$ cat src/rtl/usb_ep_buf_arbiter.sv
// Arbitrates the single-port USB endpoint buffer RAM between the SIE and the CPU.
// SIE has priority; a wait counter bounds how long a contending CPU access can starve.
module usb_ep_buf_arbiter #(
  parameter int unsigned ADDR_W       = 8,
  parameter int unsigned DATA_W       = 8,
  parameter int unsigned CPU_MAX_WAIT = 4
) (
  input  logic              clk,
  input  logic              reset,
  input  logic              sie_req,
  input  logic              sie_we,
  input  logic [ADDR_W-1:0] sie_addr,
  input  logic [DATA_W-1:0] sie_wdata,
  output logic              sie_gnt,
  output logic              sie_rvalid,
  output logic [DATA_W-1:0] sie_rdata,
  input  logic              cpu_req,
  input  logic              cpu_we,
  input  logic [ADDR_W-1:0] cpu_addr,
  input  logic [DATA_W-1:0] cpu_wdata,
  output logic              cpu_ack,
  output logic [DATA_W-1:0] cpu_rdata,
  output logic              ram_en,
  output logic              ram_we,
  output logic [ADDR_W-1:0] ram_addr,
  output logic [DATA_W-1:0] ram_wdata,
  input  logic [DATA_W-1:0] ram_rdata
);

  localparam int unsigned WCNT_W = (CPU_MAX_WAIT > 0) ? $clog2(CPU_MAX_WAIT + 1) : 1;
  localparam bit                GUARD_EN   = (CPU_MAX_WAIT != 0);
  localparam logic [WCNT_W-1:0] WAIT_LIMIT = WCNT_W'(CPU_MAX_WAIT);

  typedef enum logic [1:0] {
    CPU_IDLE,
    CPU_WAIT,
    CPU_ACK
  } cpu_state_e;

  cpu_state_e        state_q, state_d;
  logic [WCNT_W-1:0] wait_cnt_q, wait_cnt_d;
  logic              sie_rvalid_q, sie_rvalid_d;
  logic              cpu_rd_q, cpu_rd_d;
  logic [DATA_W-1:0] sie_rdata_q, sie_rdata_d;
  logic [DATA_W-1:0] cpu_rdata_q, cpu_rdata_d;

  logic sie_act;
  logic cpu_pend;
  logic sel_sie;
  logic sel_cpu;

  // Requests are masked while reset is low so the combinational RAM side goes quiet at once.
  always_comb begin
    sie_act  = sie_req && reset;
    cpu_pend = cpu_req && reset && (state_q != CPU_ACK);
    sel_sie  = 1'b0;
    sel_cpu  = 1'b0;
    if (sie_act && cpu_pend) begin
      if (GUARD_EN && (wait_cnt_q >= WAIT_LIMIT)) begin
        sel_cpu = 1'b1;
      end else begin
        sel_sie = 1'b1;
      end
    end else if (sie_act) begin
      sel_sie = 1'b1;
    end else if (cpu_pend) begin
      sel_cpu = 1'b1;
    end
  end

  always_comb begin
    ram_en    = sel_sie || sel_cpu;
    ram_we    = 1'b0;
    ram_addr  = '0;
    ram_wdata = '0;
    if (sel_sie) begin
      ram_we    = sie_we;
      ram_addr  = sie_addr;
      ram_wdata = sie_wdata;
    end else if (sel_cpu) begin
      ram_we    = cpu_we;
      ram_addr  = cpu_addr;
      ram_wdata = cpu_wdata;
    end
  end

  assign sie_gnt = sel_sie;

  always_comb begin
    state_d = state_q;
    unique case (state_q)
      CPU_IDLE: begin
        if (cpu_pend) begin
          state_d = sel_cpu ? CPU_ACK : CPU_WAIT;
        end
      end
      CPU_WAIT: begin
        if (sel_cpu) begin
          state_d = CPU_ACK;
        end
      end
      CPU_ACK: begin
        state_d = CPU_IDLE;
      end
      default: begin
        state_d = CPU_IDLE;
      end
    endcase
  end

  always_comb begin
    wait_cnt_d = wait_cnt_q;
    if (sel_cpu) begin
      wait_cnt_d = '0;
    end else if (sel_sie && cpu_pend && (wait_cnt_q != '1)) begin
      wait_cnt_d = wait_cnt_q + 1'b1;
    end
  end

  // Read data passes straight through in the response cycle, then is held for the requester.
  always_comb begin
    sie_rvalid_d = sel_sie && !sie_we;
    cpu_rd_d     = sel_cpu && !cpu_we;
    sie_rdata_d  = sie_rvalid_q ? ram_rdata : sie_rdata_q;
    cpu_rdata_d  = ((state_q == CPU_ACK) && cpu_rd_q) ? ram_rdata : cpu_rdata_q;
  end

  assign sie_rvalid = sie_rvalid_q;
  assign sie_rdata  = sie_rdata_d;
  assign cpu_ack    = (state_q == CPU_ACK);
  assign cpu_rdata  = cpu_rdata_d;

  always_ff @(posedge clk or negedge reset) begin
    if (!reset) begin
      state_q      <= CPU_IDLE;
      wait_cnt_q   <= '0;
      sie_rvalid_q <= 1'b0;
      cpu_rd_q     <= 1'b0;
      sie_rdata_q  <= '0;
      cpu_rdata_q  <= '0;
    end else begin
      state_q      <= state_d;
      wait_cnt_q   <= wait_cnt_d;
      sie_rvalid_q <= sie_rvalid_d;
      cpu_rd_q     <= cpu_rd_d;
      sie_rdata_q  <= sie_rdata_d;
      cpu_rdata_q  <= cpu_rdata_d;
    end
  end

  a_one_grant: assert property (@(posedge clk) disable iff (!reset) !(sel_sie && sel_cpu));
  a_ack_pulse: assert property (@(posedge clk) disable iff (!reset) cpu_ack |=> !cpu_ack);
  a_no_ack_access: assert property (@(posedge clk) disable iff (!reset) cpu_ack |-> !sel_cpu);

endmodule
$ cat config.mk
export PLATFORM = sky130hd
export DESIGN_NAME = usb_ep_buf_arbiter
export DESIGN_NICKNAME = d
export VERILOG_FILES = /design/src/rtl/usb_ep_buf_arbiter.sv
export SDC_FILE = /design/constraint.sdc
export NUM_CORES = 1
export LEC_CHECK = 0
export CAP_MARGIN = 20
export CELL_PAD_IN_SITES_DETAIL_PLACEMENT = 0
export CELL_PAD_IN_SITES_GLOBAL_PLACEMENT = 2
export CORE_AREA = 2 2 81 83
export CTS_BUF_LIST = sky130_fd_sc_hd__clkbuf_16
export CTS_CLUSTER_DIAMETER = 80
export DETAILED_ROUTE_END_ITERATION = 8
export DIE_AREA = 0 0 83 85
export PLACE_DENSITY = 0.84
export SYNTH_ARGS = -nofsm -noshare
export SYNTH_HDL_FRONTEND = slang
export SYNTH_SLANG_ARGS = --single-unit
$ cat constraint.sdc
create_clock -name clk -period 2.35 [get_ports clk]
set_clock_uncertainty 0.1 [all_clocks]
set_input_delay 0.5875 -clock clk [delete_from_list [all_inputs] [get_ports clk]]
set_output_delay 0.5875 -clock clk [all_outputs]
set_load 0.005 [all_outputs]
== After elaboration in Yosys (flattened, before gate mapping) ==
Index checks and enable logic that the tools add are counted.
Cells by class
  equality and inequality tests: 6
  reduce and logical (&&, ||, !) cells: 15
  add/sub/neg operators: 1
  magnitude comparators: 1
  muxes and demuxes: 21
Operators with widths (number)
  8-bit two-way mux: 6
  1-bit logical AND: 9
  1-bit two-way mux: 9
  2-bit two-way mux: 3
  3-bit two-way mux: 2
  2-bit != test (second input constant): 3
  2-bit one-hot mux with 2 select lines: 1
  3-bit by 1-bit adder with 3-bit output (second input constant): 1
  3-bit >= comparator (second input constant): 1
  3-bit != test (second input constant): 1
  2-bit by 1-bit == test with 1-bit output (second input constant): 1
  2-bit == test (second input constant): 1
  1-bit logical NOT: 2
  2-bit logical NOT: 1
  2-bit AND reduction: 1
  2-bit nonzero test: 1
  1-bit logical OR: 1
Storage, ports and cells
  input bits: 46
  output and inout port bits: 37
  register bits after elaboration: 23
  word-level logic and storage cells: 50

== Depth between registers and ports, before layout ==
  word-level depth: 8
  depth in mapped cells: 5
  depth with buffers taken out: 5

== Worst setup path after synthesis ==
No wires, ideal clock.
  path type: input -> output
  start: in cpu_req
  end: out ram_addr[0]
  path slack: 0.267 ns
  required time: 1.662 ns
  data arrival time: 1.396 ns
  stages: 5
  buffers on the path: 2
  cells stage by stage: buf_4 nand2_2 nor3_4 buf_6 a22o_1
On the way
  cells in the longest elaborated chain, start to end: 7
  elaborated cells between the ends (all ways): 9
  those cells by class: mux: 6; reduce/logical: 3
RTL lines
  from (decl): line 17  | input logic cpu_req,
  1-bit logical AND * (2 in series): line 55  | cpu_pend = cpu_req && reset && (state_q != CPU_ACK);
  1-bit two-way mux: line 66  | end else if (cpu_pend) begin
  1-bit two-way mux: line 64  | end else if (sie_act) begin
  1-bit two-way mux: line 58  | if (sie_act && cpu_pend) begin
  8-bit two-way mux: line 80  | end else if (sel_cpu) begin
  8-bit two-way mux *: line 76  | if (sel_sie) begin
  to (decl): line 25  | output logic [ADDR_W-1:0] ram_addr,
Every way passes the cells marked *; elsewhere a longest branch is shown, timed or not.

== Final worst setup path ==
  start: in cpu_req
  end: out ram_en
On the way
  cells in the longest elaborated chain, start to end: 6
  elaborated cells between the ends (all ways): 8
  those cells by class: mux: 4; reduce/logical: 4
RTL lines
  1-bit logical AND * (2 in series): line 55
  1-bit two-way mux: line 66
  1-bit two-way mux: line 64
  1-bit two-way mux: line 58
  1-bit logical OR *: line 72  | ram_en = sel_sie || sel_cpu;
  to (decl): line 23  | output logic ram_en,
Marks and branches as above.

==> results.toml <==
[detailed_routing]
firstDrtPassIters = 2
wl_per_cell_um = 13.5
num_vias = 1161
post-route-drc-count = 0
drt-total-wl_um = 3640
via_per_inst = 4.32
ant_nets = 0
drtIter0Drc = 32

[clocking]
cts_htree_levels = 1
clock-sinks = 23
ctsHoldBuffers = 0
cts-root-buf = "clkbuf_16"
cts_buffer_depth = 2
clock_latency_ps = 260
clkTransAtPathRegs_ps = 60
cts_buffers = 3
cts_tree = "done"

[finish]
fill_cells = 630
fin_cells = 269
drive_gt1_frac = 0.344
syn_to_final_growth_pct = 90.5
final_common_cell = "clkdlybuf4s50_1"
nets = 242
final_cell_mix = "clkdlybuf4s50_1, dfrtp_1, dlygate4sd2_1"
antenna_cells = 0

[sta]
setup_tns_ps = 0
clock.fmax_mhz = 436
hold_violations = 0
maxSlewViolCount = 0
fin_crit_ps = 2290
rsz0062_at_grt = "false"
finalSetupViolations = 0
finalCritPeriodShare = 0.976
worst_slew_pin_slew_ps = 410
max_slew_margin = 0.727

[power]
p_leak_nw = 1.02
p_per_area_mw_per_mm2 = 554
ir_worst_vdd_uv = 277

[worst_hold_path]
hold_path.class = "in2async"

[global_routing]
grt_pass1_vias = 1206
antenna_found_initial = 0
grt_max_degree = 28
grt_overflow_total = 0
grt_pass1_wl_um = 5800
grt_util_all_layers = 0.102

[worst_setup_path]
worstSetupEndpointType = "primary output"
critPathMaxFanout = 5
arrival_ps = 1610
path_class = "in2out"
worstPathRequired_ps = 1660
startpoint_type = "primary input"

[place]
io_buffer_count = 82
dpl.cell_count = 258
place_congestion = 0.715
dp_hpwl_um = 2740

[yosys]
ys.flop_type = "dfrtp_1"
synth_nets = 143
ys_seq_area_frac = 0.479
yosys_warnings = 0
synth_cell_types = 28
postSynthCellCount = 94
async_reset_ff_frac = 1.00
syn_area_mm2 = 0.00120
synth-edff-count = 0
synth_area_per_cell_um2 = 12.8
synth_seq_cells = 23

[flow_run]
cap_violations = 0

[floorplanning]
die_x_um = 83
start_util = 0.194
core-area_mm2 = 0.00620
die_area_mm2 = 0.00706
die_h_um = 85
pin_count = 83
row_count = 29

[status]
status = "finished, final reports clean"
-- flip-flops by register name, summed over array words and instances, names as in the netlist --
register     count
sie_rdata_q      8
cpu_rd_q         1
cpu_rdata_q      8
wait_cnt_q       3
state_q          2
sie_rvalid       1
-- critical path, cell delays in order --
cell and delay, ps:
buf_2 110, buf_6 100, buf_4 120, a21oi_1 60
nor2b_1 100, clkdlybuf4s50_1 520
-- through the flow --
stage	cell area [um^2]	hold WS, ps	total power, mW	setup WS [ps]	utilization
after floorplan	1200	192	0.655	267	-
after global placement	2180	378	0.935	-578	0.351
after detailed placement	2180	386	0.941	-586	0.351
after CTS	2330	232	1.31	1.97	0.376
after global routing	2290	245	1.35	1.14	0.369
final	2290	241	1.27	55.9	0.369
-- synthesized netlist by cell type (2+ instances only) --
master   count  share of area
dfrtp_1     23           0.48
a22o_1      17           0.12
mux2_2      16           0.15
nor3_1       4          0.017
ha_1         3          0.031
inv_1        3         0.0094
nand2_1      3         0.0094
a21oi_1      2         0.0083
buf_6        2          0.019
nand2_2      2          0.010
nor2b_1      2          0.010
-- final timing paths --
path | from | endpoint | slack (ps) | cells past startpoint
worst max-delay path | cpu_req | ram_en | 60 | 6
worst min-delay path | reset | wait_cnt_q[2] | 240 | 2
worst max register to register | wait_cnt_q[1] | wait_cnt_q[1] | 830 | 4
worst min register to register | cpu_rdata_q[0] | cpu_rdata_q[0] | 390 | 1
max in group asynchronous | reset | sie_rdata_q[7] | 1770 | 2
min in group clk | cpu_rdata_q[0] | cpu_rdata_q[0] | 390 | 1
-- cell families (layout without fill, tap and decap cells) --
| group | Yosys count | in the layout | share of synthesized area |
|---|---|---|---|
| buffers and inverters | 8 | 106 | 0.0448 |
| AOI/OAI and AO/OA | 26 | 26 | 0.191 |
| adders and majority gates | 3 | 3 | 0.0313 |
| and+or+nand+nor | 18 | 18 | 0.104 |
| muxes | 16 | 16 | 0.150 |
| DFF | 23 | 23 | 0.479 |
-- metal layers --
layer  part of all wire  global-route usage  vias to the layer above
met2               0.49               0.182                       47
li1                   -                   -                      555
met1               0.42               0.116                      554
met4              0.012              0.0313                        0
met3              0.077              0.0350                        5
met5                  0                   0                        -
-- layout make-up --
cell class              instances  area, um^2  area share
clock inverters                 1        7.51     0.00328
flip-flops and latches         23         577       0.252
repair buffers                 98         925       0.404
clock buffers                   3        75.1      0.0328
multi-input cells              63         588       0.257
inverters                       4        20.0     0.00875
well taps                      77        96.3      0.0421
-- power breakdown --
part | leakage [nW] | total [mW] | internal, mW | switching (mW)
clock network | 0.0371 | 0.373 | 0.231 | 0.142
logic | 0.705 | 0.402 | 0.256 | 0.146
registers | 0.279 | 0.494 | 0.463 | 0.0307
total | 1.02 | 1.27 | 0.950 | 0.319
-- repair_timing --
action / in CTS / in global routing
buffers inserted: 6 / 0
gates cloned: 2 / 1
endpoints found under the setup margin: 35 / 15
pin swaps: 4 / 6
resized for setup: 94 / 9
No activity file was read; power rests on OpenSTA's default activity.
